### src/rtl/gcd_feeder.sv
// gcd_feeder: valid/ready front end for a single gcd core.
// Operand pairs queue in a DEPTH-entry FIFO and go to the core one at a time.
// Each result (or a watchdog abort) is held on the output port until accepted.
module gcd_feeder #(
  parameter int WIDTH   = 8,
  parameter int DEPTH   = 4,
  parameter int TIMEOUT = 1023
) (
  input  logic                     clock,
  input  logic                     reset,
  input  logic                     in_valid,
  output logic                     in_ready,
  input  logic [WIDTH-1:0]         in_a,
  input  logic [WIDTH-1:0]         in_b,
  output logic                     core_start,
  output logic [WIDTH-1:0]         core_a,
  output logic [WIDTH-1:0]         core_b,
  input  logic [WIDTH-1:0]         core_outp,
  input  logic                     core_done,
  output logic                     out_valid,
  input  logic                     out_ready,
  output logic [WIDTH-1:0]         out_gcd,
  output logic                     out_timeout,
  output logic [$clog2(DEPTH):0]   fifo_count
);

  localparam int AW = $clog2(DEPTH);
  localparam int TW = $clog2(TIMEOUT + 1);
  localparam logic [TW-1:0] TLAST = TW'(TIMEOUT - 1);
  localparam logic [AW:0]   FULL  = (AW+1)'(DEPTH);

  typedef struct packed {
    logic [WIDTH-1:0] a;
    logic [WIDTH-1:0] b;
  } pair_t;

  typedef enum logic [1:0] {IDLE, ISSUE, WAIT, HOLD} state_t;

  pair_t         mem [DEPTH];
  logic [AW-1:0] wptr, rptr;
  logic [AW:0]   count;
  logic          push, pop, full, empty;

  state_t           state, state_n;
  logic [TW-1:0]    timer, timer_n;
  logic             cs_n, ov_n, ot_n;
  logic [WIDTH-1:0] ca_n, cb_n, og_n;

  // full gates acceptance, so a pop in the same cycle never frees a slot early
  assign full       = (count == FULL);
  assign empty      = (count == '0);
  assign in_ready   = !full && !reset;
  assign push       = in_valid && in_ready;
  assign fifo_count = count;

  // FIFO storage; contents are don't-care while empty, so no reset
  always_ff @(posedge clock) begin
    if (push) mem[wptr] <= '{a: in_a, b: in_b};
  end

  // FIFO pointers and occupancy; pointer width makes wrap modulo DEPTH
  always_ff @(posedge clock) begin
    if (reset) begin
      wptr  <= '0;
      rptr  <= '0;
      count <= '0;
    end else begin
      if (push) wptr <= wptr + 1'b1;
      if (pop)  rptr <= rptr + 1'b1;
      case ({push, pop})
        2'b10:   count <= count + 1'b1;
        2'b01:   count <= count - 1'b1;
        default: count <= count;
      endcase
    end
  end

  // FSM state, watchdog timer and all registered outputs
  always_ff @(posedge clock) begin
    if (reset) begin
      state       <= IDLE;
      timer       <= '0;
      core_start  <= 1'b0;
      core_a      <= '0;
      core_b      <= '0;
      out_valid   <= 1'b0;
      out_gcd     <= '0;
      out_timeout <= 1'b0;
    end else begin
      state       <= state_n;
      timer       <= timer_n;
      core_start  <= cs_n;
      core_a      <= ca_n;
      core_b      <= cb_n;
      out_valid   <= ov_n;
      out_gcd     <= og_n;
      out_timeout <= ot_n;
    end
  end

  // next state / next outputs; start is set on the pop so it is high only in ISSUE
  always_comb begin
    state_n = state;
    timer_n = timer;
    pop     = 1'b0;
    cs_n    = 1'b0;
    ca_n    = core_a;
    cb_n    = core_b;
    ov_n    = out_valid;
    og_n    = out_gcd;
    ot_n    = out_timeout;
    case (state)
      IDLE: begin
        if (!empty) begin
          pop     = 1'b1;
          ca_n    = mem[rptr].a;
          cb_n    = mem[rptr].b;
          cs_n    = 1'b1;
          state_n = ISSUE;
        end
      end
      ISSUE: begin
        timer_n = '0;
        state_n = WAIT;
      end
      WAIT: begin
        // done has priority over an expiring watchdog
        if (core_done) begin
          og_n    = core_outp;
          ot_n    = 1'b0;
          ov_n    = 1'b1;
          state_n = HOLD;
        end else if (timer == TLAST) begin
          og_n    = '0;
          ot_n    = 1'b1;
          ov_n    = 1'b1;
          state_n = HOLD;
        end else begin
          timer_n = timer + 1'b1;
        end
      end
      HOLD: begin
        if (out_ready) begin
          ov_n    = 1'b0;
          state_n = IDLE;
        end
      end
      default: state_n = IDLE;
    endcase
  end

endmodule

### config.mk
export PLATFORM = sky130hd
export DESIGN_NAME = gcd_feeder
export DESIGN_NICKNAME = d
export VERILOG_FILES = /design/src/rtl/gcd_feeder.sv
export SDC_FILE = /design/constraint.sdc
export NUM_CORES = 1
export LEC_CHECK = 0
export CAP_MARGIN = 20
export CORE_UTILIZATION = 24
export DETAILED_ROUTE_END_ITERATION = 10
export PLACE_DENSITY = 0.53
export SETUP_SLACK_MARGIN = 0.3
export SYNTH_ARGS = -nofsm -noshare
export SYNTH_HDL_FRONTEND = slang
export SYNTH_SLANG_ARGS = --single-unit
### constraint.sdc
create_clock -name clock -period 6.9 [get_ports clock]
set_input_delay 1.38 -clock clock [delete_from_list [all_inputs] [get_ports clock]]
set_output_delay 1.38 -clock clock [all_outputs]
set_load 0.005 [all_outputs]
[After elaboration in Yosys (flattened, before gate mapping)]
Memory sizes are Yosys's and may differ from the RTL's. A register that Yosys moved wholly into a read port is not among the register bits.
Index checks and enable logic that the tools add are counted.
Word-level totals
  memories kept: 1
  output and inout port bits: 31
  bits in writable memories: 64
  register bits after elaboration: 30
  bits of input ports: 29
Cells by class
  reductions and logical operators: 15
  multiplexer cells: 20
  bitwise operators: 1
  add/subtract/negate cells: 5
  eq/ne operators: 12
Memory list
  mem: words 4, width 16, read ports 1, clocked after memory_dff 1, write ports 1, RTL line 39  | pair_t mem [DEPTH];
Operators with widths (number)
  two-way mux 10 bit: 2
  case mux 10 bit (2 select lines): 1
  two-way mux 8 bit: 2
  adder 10 x 1 -> 10 bit, second input constant: 1
  equality test 10 bit, second input constant: 1
  AND reduction 3 bit: 3
  two-way mux 1 bit: 8
  two-way mux 2 bit: 4
  inequality test 2 bit, second input constant: 4
  case mux 2 bit (4 select lines): 1
  nonzero test 2 bit: 4
  equality test 2 bit, second input constant: 3
  case mux 3 bit (2 select lines): 1
  adder 2 x 1 -> 2 bit, second input constant: 2
  equality test 2 x 1 -> 1 bit, second input constant: 2
  AND reduction 2 bit: 2
  adder 3 x 1 -> 3 bit, second input constant: 1
  equality test 3 bit, second input constant: 1
  logical NOT 3 bit: 1
  inequality test 3 bit, second input constant: 1
  subtractor 3 x 1 -> 3 bit, second input constant: 1
  logical AND 1 bit: 2
  logical NOT 1 bit: 2
  logical NOT 2 bit: 1
  2 further kinds: 2

[Longest topological paths before layout]
  word-level depth: 6
  depth in mapped cells: 12

[Worst setup path before layout]
Ideal clock, no wire load.
  kind: input to output
  start point: in reset
  end point: out in_ready
  stages on the path: 3
  buffers on the path: 2
  data arrival time: 1.976 ns
  data required time: 5.520 ns
  slack: 3.544 ns
  path through: clkbuf_1 clkbuf_1 a21oi_1
Between the ends
  longest elaborated chain between the ends: 2
RTL lines
  start: declaration: RTL line 10  | input logic reset,
  logical NOT 1 bit: RTL line 52  | assign in_ready = !full && !reset;
  logical AND 1 bit: RTL line 52
  end: declaration: RTL line 12  | output logic in_ready,
No other way between the ends.

[Final worst setup path]
Ends and elaborated chain as after synthesis.

==> results.cfg <==
[setup_path]
r2r-end = fifo_count[2]$_SDFFE_PP0P_
cp_max_fo = 47
r2r_cells = 10
cp.arrival_ns = 2.60
slowest_stage = buf_2
crit_path_start_kind = primary input
required_ns = 5.52
cp-endpoint = in_ready
crit_buf_inv = 2
startpoint = reset
crit_type = primary input to output pin
worst_setup_path_end_kind = output pin
cp_top_family = buffers and inverters
critPathMaxStageDelay_ns = 0.66
path_depth = 3
r2r_start = state[0]$_SDFFE_PP0P_
crit_chain = buf_2 > a21oi_1 > clkdlybuf4s50_1
r2r_slack_ns = 3.95

[global_route]
grt_pass1_vias = 2713
antenna_found_initial = 0
grt_max_degree = 48
grt_pass1_wl_mm = 13.4
overflow = 0
track_usage_pct = 9.71

[power]
p_seq_share_pct = 47.0
switching_share_pct = 29.2
power_w = 0.00178
p_sw_w = 0.000518
p_int_w = 0.00126
clockPowerShare_pct = 27.6
ir_drop_mv = 0.133
power_density_nw_per_um2 = 324
combPwrFrac_pct = 25.4
leakage_nw = 1.76

[clock_tree]
cts_root_buffer = clkbuf_16
cts_buffers = 9
clk_path_buf_depth = 2
cts_resized = 0
cts_setup_buffers = 0
postCtsHoldBufs = 0
path_clk_slew_ns = 0.07
cts_tree = done
h-tree-depth = 3
insertion_delay_ns = 0.35
cts_sinks = 110

[logic_synthesis]
syn_area_um2 = 4420
synth-xor-area-share_pct = 1.19
synth_compound_area_share_pct = 8.92
syn_avg_cell_area_um2 = 13.8
synth-simple-area-share_pct = 9.92
synth_edf_count = 64
yosys-mux-area-fraction_pct = 8.39
yosys_warnings = 0
synthArstFlopShare_pct = 0
yosys.area_share.adder_pct = 3.85
ys_ff_latch = 110
synthFlopType = edfxtp_1
synth-seq-area-share_pct = 64.4
synth_fp_nets = 363
synth_cell_type_count = 44
synth_top_family_by_area = simple AND/OR/NAND/NOR gates
synthCells = 321

[timing]
post-route-min-period_ns = 3.98
rsz0062_at_grt = no
worst_clock_skew_ns = 0.00922
slew_headroom_pct = 41.2
tightest_slew_ns = 0.880
fin_ws_ns = 2.92
slew_violations = 0
whs_ns = 0.457
setup_viol_count_final = 0
max_freq_ghz = 0.251
hold_violations = 0
period_share_pct = 57.7
timing.setup.tns_ns = 0

[route]
drc = 0
dr.max_layer_used = met4
route.met2.wl_mm = 4.33
via_count = 2616
wl_met3_um = 348
drt_iter0_drc = 74
wl_met1_mm = 3.70
finalWirelength_mm = 8.56
viasPerCell = 4.30
wl_per_cell_um = 14.1
ant_nets = 0
firstDrtPassIters = 4

[place]
port_buffers = 59
dpl_worst_slack_ns = 2.90
gp_congestion = 0.673
dp_hpwl_mm = 5.73
placed_cell_area_um2 = 5200

[layout]
antenna_cells = 0
nets = 417
seq_area_um2 = 2840
multi_input_area_um2 = 1430
nFillCells = 1839
design_area_um2 = 5480
drive_gt1_share_pct = 10.3
syn_to_final_growth_pct = 24.0

[job]
drv_cap = 0

[floorplan]
die_h_um = 138
die_w_um = 138
io_pins = 60
rows = 49
die_area_um2 = 18900
core_um2 = 18000
start_util_pct = 24.5

[worst_hold_path]
hold_class = flop to flop

[outcome]
status = finished clean
worst min-delay path by stage:
| stage | from | endpoint | slack (ns) | depth (start not counted) |
|---|---|---|---|---|
| floorplan | core_a[0]$_SDFFE_PP0P_ | core_a[0]$_SDFFE_PP0P_ | 0.45 | 2 |
| global placement | core_a[6]$_SDFFE_PP0P_ | core_a[6]$_SDFFE_PP0P_ | 0.45 | 2 |
| detailed placement | core_a[6]$_SDFFE_PP0P_ | core_a[6]$_SDFFE_PP0P_ | 0.45 | 2 |
| CTS | core_a[6]$_SDFFE_PP0P_ | core_a[6]$_SDFFE_PP0P_ | 0.46 | 2 |
| global route | core_b[2]$_SDFFE_PP0P_ | core_b[2]$_SDFFE_PP0P_ | 0.49 | 2 |
| finish | core_b[5]$_SDFFE_PP0P_ | core_b[5]$_SDFFE_PP0P_ | 0.46 | 2 |
cell families after synthesis:
logic type      count (synthesis)
fa+ha+maj                      13
simple gates                   87
buf+inv                        30
compound gates                 58
flops                         110
xor+xnor                        6
mux                            17
power by group through the flow:
stage | clock [W] | combinational [W] | sequential, W
after floorplan | 0 | 0.000270 | 0.000839
after global placement | 0 | 0.000452 | 0.000850
after detailed placement | 0 | 0.000463 | 0.000852
after CTS | 0.000510 | 0.000465 | 0.000838
after global routing | 0.000532 | 0.000504 | 0.000847
final | 0.000489 | 0.000451 | 0.000835
final cells by class:
class / count / share of cell area [%]
repair buffers: 60 / 10.8
clock inverters: 7 / 1.01
inverters: 13 / 0.891
flip-flops and latches: 110 / 51.9
well taps: 229 / 5.23
clock buffers: 9 / 4.11
multi-input cells: 181 / 26.0
Yosys cell counts (4+ instances only):
library cell   n  share of area [%]
nor2_1        10               0.85
or3_1          5               0.71
mux4_2        16                8.2
clkbuf_1       5               0.42
and2_1         4               0.57
a21oi_1       27                3.1
inv_1         12                1.0
buf_2          7               0.79
nand4b_1       4               0.79
nand2b_1       5               0.71
nand2_1       42                3.6
nand3_1        8               0.91
dfxtp_1       46                 21
edfxtp_1      64                 44
xor2_1         4               0.79
ha_1          12                3.4
o31ai_1        4               0.68
a22o_1         8                1.6
worst reg2reg max path, stage by stage (launching register included):
cell and delay [ns]:
dfxtp_1 0.34, inv_1 0.11, ha_1 0.18, nand2b_1 0.43
inv_2 0.50, ha_1 0.27, inv_1 0.07, fa_1 0.37
xor2_1 0.16, or3_1 0.31, a21oi_1 0.14
per-stage QoR:
| stage | std cells | utilization [%] |
|---|---|---|
| global placement | 593 | 28.8 |
| global route | 609 | 30.4 |
| CTS | 609 | 30.4 |
| floorplan | 321 | - |
| finish | 609 | 30.4 |
| detailed placement | 593 | 28.8 |
placed cells by master, fill, tap and decap left out, types with 2 or more instances in the layout:
cell type         n
a211o_1           2
a211oi_1          3
a21o_1            2
a21oi_1          27
a21oi_2           2
a22o_1            8
a31oi_1           2
and2_1            4
clkbuf_16         9
clkdlybuf4s50_1  58
clkinvlp_4        2
dfxtp_1          46
edfxtp_1         64
ha_1             12
inv_1            12
inv_8             2
mux4_2           16
nand2_1          42
nand2b_1          5
nand3_1           8
nand4b_1          4
nor2_1           10
nor3_1            2
o21ai_0           3
o31ai_1           4
or3_1             5
or4_1             2
xnor2_1           2
xor2_1            4
routing by layer:
| metal | track usage, % | up-vias |
|---|---|---|
| li1 | - | 1294 |
| met1 | 10.9 | 1258 |
| met2 | 16.7 | 52 |
| met3 | 2.98 | 12 |
| met4 | 4.76 | 0 |
| met5 | 0 | - |
registers in the layout (all words and copies together) (netlist names):
| signal | count |
|---|---|
| state | 2 |
| core_start | 1 |
| core_a | 8 |
| fifo_count | 3 |
| out_timeout | 1 |
| out_gcd | 8 |
| rptr | 2 |
| wptr | 2 |
| out_valid | 1 |
| timer | 10 |
| core_b | 8 |
| mem | 64 |
(Power assumes the default switching activity.)
